**config.mk**
```make
export PLATFORM = sky130hd
export DESIGN_NAME = uart_rx_framer
export DESIGN_NICKNAME = d
export VERILOG_FILES = /design/src/rtl/uart_pkg.sv /design/src/rtl/uart_bit_timer.sv /design/src/rtl/uart_rx_framer.sv
export SDC_FILE = /design/constraint.sdc
export NUM_CORES = 1
export LEC_CHECK = 0
export BUFFER_PORTS_ARGS = -buffer_cell sky130_fd_sc_hd__buf_2
export CAP_MARGIN = 10
export CELL_PAD_IN_SITES_DETAIL_PLACEMENT = 0
export CELL_PAD_IN_SITES_GLOBAL_PLACEMENT = 1
export CORE_ASPECT_RATIO = 0.8
export CORE_MARGIN = 4
export CORE_UTILIZATION = 44
export DETAILED_ROUTE_END_ITERATION = 10
export MAX_ROUTING_LAYER = met4
export PLACE_DENSITY = 0.84
export SYNTH_ARGS = -nofsm -noshare
export SYNTH_HDL_FRONTEND = slang
export SYNTH_HIERARCHICAL = 1
export SYNTH_SLANG_ARGS = --single-unit
```
**constraint.sdc**
```tcl
create_clock -name clk -period 2.6 [get_ports clk]
set_input_delay 0.52 -clock clk [delete_from_list [all_inputs] [get_ports clk]]
set_output_delay 0.52 -clock clk [all_outputs]
set_load 0.01 [all_outputs]
```
**src/rtl/uart_pkg.sv**
```systemverilog
// Shared UART definitions: receiver state encoding, data width and the
// even-parity helper used by both receive and transmit paths.
package uart_pkg;

  localparam int UART_DATA_BITS = 8;

  typedef enum logic [2:0] {
    ST_IDLE   = 3'd0,
    ST_START  = 3'd1,
    ST_DATA   = 3'd2,
    ST_PARITY = 3'd3,
    ST_STOP   = 3'd4,
    ST_BREAK  = 3'd5
  } uart_rx_state_t;

  // Parity bit that makes the total count of ones (data + parity) even.
  function automatic logic even_parity(input logic [UART_DATA_BITS-1:0] data);
    return ^data;
  endfunction

endpackage

```
**src/rtl/uart_bit_timer.sv**
```systemverilog
// Bit-period timer for the UART receiver: a free-running counter with a
// clear input, flagging the half-bit and full-bit sample points.
module uart_bit_timer #(
  parameter int CLKS_PER_BIT = 868
) (
  input  logic clk,
  input  logic reset,
  input  logic clear,
  output logic half_tick,
  output logic full_tick
);

  localparam int TW = $clog2(CLKS_PER_BIT);
  localparam logic [TW-1:0] HALF_LAST = TW'(CLKS_PER_BIT / 2 - 1);
  localparam logic [TW-1:0] FULL_LAST = TW'(CLKS_PER_BIT - 1);

  logic [TW-1:0] count_r;

  // Counter restarts from zero whenever the framer consumes a sample point.
  always_ff @(posedge clk) begin
    if (reset) begin
      count_r <= '0;
    end else if (clear) begin
      count_r <= '0;
    end else begin
      count_r <= count_r + 1'b1;
    end
  end

  assign half_tick = (count_r == HALF_LAST);
  assign full_tick = (count_r == FULL_LAST);

endmodule

```
**src/rtl/uart_rx_framer.sv**
```systemverilog
// UART receive framer: start validation, mid-bit sampling, stop/parity check
// and valid/ready byte delivery. Optional even parity via UART_RX_PARITY_EN.
module uart_rx_framer
  import uart_pkg::*;
#(
  parameter int CLKS_PER_BIT = 868
) (
  input  logic       clk,
  input  logic       reset,
  input  logic       rx_sync,
  output logic [7:0] rx_data,
  output logic       rx_valid,
  input  logic       rx_ready,
  output logic       frame_err,
  output logic       parity_err,
  output logic       overrun
);

  localparam int IDX_W = $clog2(UART_DATA_BITS);
  localparam logic [IDX_W-1:0] LAST_IDX = IDX_W'(UART_DATA_BITS - 1);

  uart_rx_state_t            state_r;
  logic [UART_DATA_BITS-1:0] shift_r;
  logic [IDX_W-1:0]          bit_idx_r;
  logic                      half_tick_s;
  logic                      full_tick_s;
  logic                      timer_clear_s;
  logic                      byte_bad_s;

`ifdef UART_RX_PARITY_EN
  logic parity_bad_r;
  assign byte_bad_s = parity_bad_r;
`else
  assign byte_bad_s = 1'b0;
`endif

  // Timer restarts on start-bit detection and at every consumed sample point.
  assign timer_clear_s = (state_r == ST_IDLE)  ? ~rx_sync    :
                         (state_r == ST_START) ? half_tick_s : full_tick_s;

  uart_bit_timer #(
    .CLKS_PER_BIT (CLKS_PER_BIT)
  ) u_bit_timer (
    .clk       (clk),
    .reset     (reset),
    .clear     (timer_clear_s),
    .half_tick (half_tick_s),
    .full_tick (full_tick_s)
  );

  // Receive FSM, shift register and output holding register.
  always_ff @(posedge clk) begin
    if (reset) begin
      state_r    <= ST_IDLE;
      shift_r    <= '0;
      bit_idx_r  <= '0;
      rx_data    <= 8'h00;
      rx_valid   <= 1'b0;
      frame_err  <= 1'b0;
      parity_err <= 1'b0;
      overrun    <= 1'b0;
`ifdef UART_RX_PARITY_EN
      parity_bad_r <= 1'b0;
`endif
    end else begin
      frame_err  <= 1'b0;
      parity_err <= 1'b0;
      overrun    <= 1'b0;
      if (rx_valid && rx_ready) begin
        rx_valid <= 1'b0;
      end

      case (state_r)
        ST_IDLE: begin
          if (!rx_sync) begin
            state_r <= ST_START;
          end
        end
        ST_START: begin
          if (half_tick_s) begin
            if (!rx_sync) begin
              state_r   <= ST_DATA;
              bit_idx_r <= '0;
            end else begin
              state_r <= ST_IDLE;
            end
          end
        end
        ST_DATA: begin
          if (full_tick_s) begin
            shift_r   <= {rx_sync, shift_r[UART_DATA_BITS-1:1]};
            bit_idx_r <= bit_idx_r + 1'b1;
            if (bit_idx_r == LAST_IDX) begin
`ifdef UART_RX_PARITY_EN
              state_r <= ST_PARITY;
`else
              state_r <= ST_STOP;
`endif
            end
          end
        end
`ifdef UART_RX_PARITY_EN
        ST_PARITY: begin
          if (full_tick_s) begin
            parity_bad_r <= (rx_sync != even_parity(shift_r));
            state_r      <= ST_STOP;
          end
        end
`endif
        ST_STOP: begin
          if (full_tick_s) begin
`ifdef UART_RX_PARITY_EN
            parity_err <= parity_bad_r;
`endif
            if (!rx_sync) begin
              frame_err <= 1'b1;
              state_r   <= ST_BREAK;
            end else begin
              state_r <= ST_IDLE;
              // A pending byte accepted this same cycle frees the slot.
              if (!byte_bad_s) begin
                if (!rx_valid || rx_ready) begin
                  rx_data  <= shift_r;
                  rx_valid <= 1'b1;
                end else begin
                  overrun <= 1'b1;
                end
              end
            end
          end
        end
        ST_BREAK: begin
          if (rx_sync) begin
            state_r <= ST_IDLE;
          end
        end
        default: begin
          state_r <= ST_IDLE;
        end
      endcase
    end
  end

endmodule

```
=== After elaboration in Yosys (flattened, before gate mapping) ===
Index checks and enable logic that the tools add are counted.

* Register bits: 35
* Input port bits: 4

* Add/sub/neg operators: 2
* Eq/ne operators: 14
* Mux-type cells: 22
* Bitwise operators: 3
* Reduce and logical (&&, ||, !) cells: 12

{| class="wikitable"
|+ Operator list
! kind !! count
|-
| $mux W3 || 10
|-
| $pmux W3 S5 || 1
|-
| $ne A2 B2 Y1 const B || 7
|-
| $add A10 B1 Y10 const B || 1
|-
| $eq A10 B10 Y1 const B || 1
|-
| $eq A10 B9 Y1 const B || 1
|-
| $eq A3 B3 Y1 const B || 3
|-
| $mux W1 || 9
|-
| $reduce_and A4 Y1 || 2
|-
| $pmux W3 S2 || 1
|-
| $reduce_and A6 Y1 || 1
|-
| $reduce_or A4 Y1 || 1
|-
| $add A3 B1 Y3 const B || 1
|-
| $eq A3 B1 Y1 const B || 1
|-
| $eq A3 B2 Y1 const B || 1
|-
| $logic_not A3 Y1 || 1
|-
| $not A1 Y1 || 3
|-
| $reduce_or A3 Y1 || 1
|-
| $mux W2 || 1
|-
| $reduce_and A2 Y1 || 1
|-
| $reduce_bool A2 Y1 || 1
|-
| $reduce_or A2 Y1 || 1
|-
| $logic_and A1 B1 Y1 || 1
|-
| $logic_not A1 Y1 || 1
|-
| $logic_or A1 B1 Y1 || 1
|}

=== Depth between registers and ports, before layout ===
* Depth after elaboration: 6
* Depth in mapped cells: 9

=== Hierarchy ===
The synthesis kept the hierarchy.

{| class="wikitable"
|+ Modules (own cells, without submodules)
! module !! times used !! cells an instance !! area an instance (um^2)
|-
| uart_rx_framer || 1 || 110 || 1106.1
|-
| uart_bit_timer || 1 || 54 || 454.2
|}

=== Worst setup path before layout ===
No wires, ideal clock.

* Path type: register to register
* Start: register u_bit_timer.count_r[0]
* End: register shift_r[6]
* Arrival: 1.937 ns
* Setup slack: 0.536 ns
* Cell stages (with the launch flop): 8
* Path buffers: 1
* Period minus slack after synthesis: 2.064 ns
* Cell sequence: dfxtp_1 > ha_1 > nand4_1 > nor4_1 > and4bb_2 > buf_6 > mux2i_1 > nor2_1

* Longest elaborated chain between the ends: 2

{| class="wikitable"
|+ Ends and longest elaborated chain
! what !! line !! source
|-
| from (decl) || uart_bit_timer.sv:17 || <nowiki>logic [TW-1:0] count_r;</nowiki>
|-
| from (signal assigned) || uart_bit_timer.sv:26 || <nowiki>count_r <= count_r + 1'b1;</nowiki>
|-
| $eq A10 B10 Y1 || uart_bit_timer.sv:31 || <nowiki>assign full_tick = (count_r == FULL_LAST);</nowiki>
|-
| net full_tick_s || uart_rx_framer.sv:26 || <nowiki>logic full_tick_s;</nowiki>
|-
| $reduce_and A2 Y1 (no line) || -- ||
|-
| to (signal assigned) || uart_rx_framer.sv:91 || <nowiki>shift_r <= {rx_sync, shift_r[UART_DATA_BITS-1:1]};</nowiki>
|-
| to (decl) || uart_rx_framer.sv:23 || <nowiki>logic [UART_DATA_BITS-1:0] shift_r;</nowiki>
|}

The timed path passes the listed nets, and every way through them passes these cells.
A chain may end at the register's enable or synchronous reset.

=== Worst setup path after layout ===
* Start: register u_bit_timer.count_r[0]
* End: register shift_r[3]

The elaborated chain is that of the path after synthesis.

==> impl_metrics.toml <==
[floorplan]
core_area_mm2 = 0.00342
die_area_mm2 = 0.00457
die_y_um = 61.3
die_w_um = 74.6
row_count = 19
initial_core_util = 0.456
ios = 16

[cts]
ctsResizeCount = 0
htree_levels = 2
clk_pin_slew_ps = 60
ctsHoldBuffers = 0
clock-sinks = 35
cts_buffers = 5
cts_tree = "yes"
clk-insertion-delay-late_ps = 280
cts_buffer_depth = 2
cts_root_buf = "clkbuf_8"
post-cts-setup-buffers = 0

[power_and_ir_drop]
p_per_area_mw_per_mm2 = 646
p_leak_nw = 0.682
ir_drop_mv = 0.278

[timing]
hold_viol = 0
rsz0062_at_grt = "no"
fin_crit_sh = 0.775
maxClockFrequency_mhz = 497
setup_tns_ps = 0
worst_hold_slack_ps = 490
finClkSkew_ps = 5.70
setup_viol = 0
period_needed_ps = 2010
slew_violations = 0

[worst_hold_path]
hold_class = "reg -> reg"

[finish]
final-seq-area_um2 = 701
layout-drive-gt1-share = 0.186
mostFrequentLayoutCells = "dfxtp_1, nor2_1, mux2i_1"
fillCellCount = 337
fin_nets = 184
fin_area_mm2 = 0.00171
multi_input_area_um2 = 779
syn_to_final_growth_pct = 9.38
antenna_cells = 0
final_common_cell = "dfxtp_1"

[synth]
ys.warnings.count = 6
synth_top_family_by_area = "simple AND/OR/NAND/NOR gates"
syn_nets = 172
ys_seq_area_frac = 0.449
synth_area_per_cell_um2 = 9.51
synth_cell_types = 45
post_synth_mux_area_share = 0.136
async_flop_share = 0
ys_ff_latch = 35
synth_simple_gate_area_frac = 0.218
synth_compound_gate_area_share = 0.0938
synthFlopType = "dfxtp_1"
postSynthCellCount = 164
synth_xor_area_frac = 0.0168
synth_edf_count = 0
synthAdderAreaFrac = 0.0321
syn_area_mm2 = 0.00156

[setup_path]
required_ps = 2750
startpoint_type = "register"
worstPathArrival_ps = 2170
path_max_fanout = 11
cp-end-kind = "register"
crit_type = "reg -> reg"

[route]
firstDrtPassIters = 4
vias_per_cell = 5.41
wl_per_cell_um = 12.7
route.detailed.drc = 0
wirelength_um = 2790
dr.first_iter.drc_count = 61
vias = 1184
antenna_left = 0

[global_route]
grt_max_degree = 30
grt-ovfl-total = 0
grt_pass1_vias = 1154
grt_pass1_wl_um = 4900
grt_util_all_layers = 0.149
antenna_found_initial = 0

[placed_design]
hpwl_um = 1970
io_buffers = 14
placed_area_mm2 = 0.00163
gp_congestion = 0.732

[run]
max-cap-violations = 0

[status]
status = "completed"
==> routing by layer <==
metal,track usage,part of all wire,wire length (µm),up-vias
met3,0.0440,0.046,129,7
met2,0.237,0.48,1330,22
met4,0.0939,0.017,48,0
met5,-,0,0,-
met1,0.164,0.46,1280,556
li1,-,-,-,599
==> sequential cells by signal, summed over array words and instances (netlist names) <==
register	count
u_bit_timer/count_r	10
rx_data	8
shift_r	8
bit_idx_r	3
state_r	3
frame_err	1
overrun	1
rx_valid	1
==> through the flow <==
stage / std cells / setup slack (ps) / util / power (mW)
after floorplan: 164 / 536 / - / 0.730
after global placement: 211 / 661 / 0.475 / 0.734
after detailed placement: 211 / 580 / 0.475 / 0.742
after CTS: 219 / 566 / 0.499 / 1.11
after global routing: 219 / 394 / 0.499 / 1.16
final: 219 / 586 / 0.499 / 1.10
==> Yosys cell counts (all sizes together), types with 3 or more instances <==
library cell	number	area, µm²
nor2	32	120
mux2i	19	190
nand3	4	20.0
dfxtp	35	701
buf	8	61.3
o21ai	5	28.8
clkbuf	3	11.3
ha	4	50.1
a21oi	8	40.0
or3	4	27.5
nand4	4	31.3
nand2	6	25.0
==> final timing paths <==
| check | start | end | slack (ps) | depth (start not counted) |
|---|---|---|---|---|
| worst max-delay path | u_bit_timer/count_r[0] | shift_r[3] | 590 | 7 |
| worst max register to register | u_bit_timer/count_r[0] | shift_r[3] | 590 | 7 |
| worst min register to register | u_bit_timer/count_r[0] | u_bit_timer/count_r[0] | 490 | 1 |
| worst min-delay path | u_bit_timer/count_r[0] | u_bit_timer/count_r[0] | 490 | 1 |
==> where the power goes <==
part	switching (mW)	internal (mW)
logic	0.0644	0.0650
clock network	0.184	0.188
registers	0.0455	0.555
total	0.294	0.808
==> logic make-up (layout without fill, tap and decap cells) <==
logic type | Yosys count | after routing
and+or+nand+nor | 65 | 65
DFF | 35 | 35
AOI/OAI and AO/OA | 22 | 22
muxes | 21 | 21
buffers and inverters | 13 | 26
adders and majority gates | 4 | 4
xor gates and xnor gates | 3 | 3
other | 1 | 1
==> layout make-up <==
class / instances / share of cell area
tap: 42 / 0.0308
clock inverter: 1 / 0.00293
multi-input combinational: 116 / 0.457
inverter: 2 / 0.00440
clock buffer: 7 / 0.0447
sequential: 35 / 0.411
timing repair buffer: 16 / 0.0499
==> worst max-delay path, cell delays in order, from the launching register on <==
cell,delay (ps)
dfxtp_1,410
ha_1,240
nand4_1,100
nor4_1,190
buf_4,200
and4bb_2,460
mux2i_1,230
nor2_1,60
No activity file was read; power rests on OpenSTA's default activity.
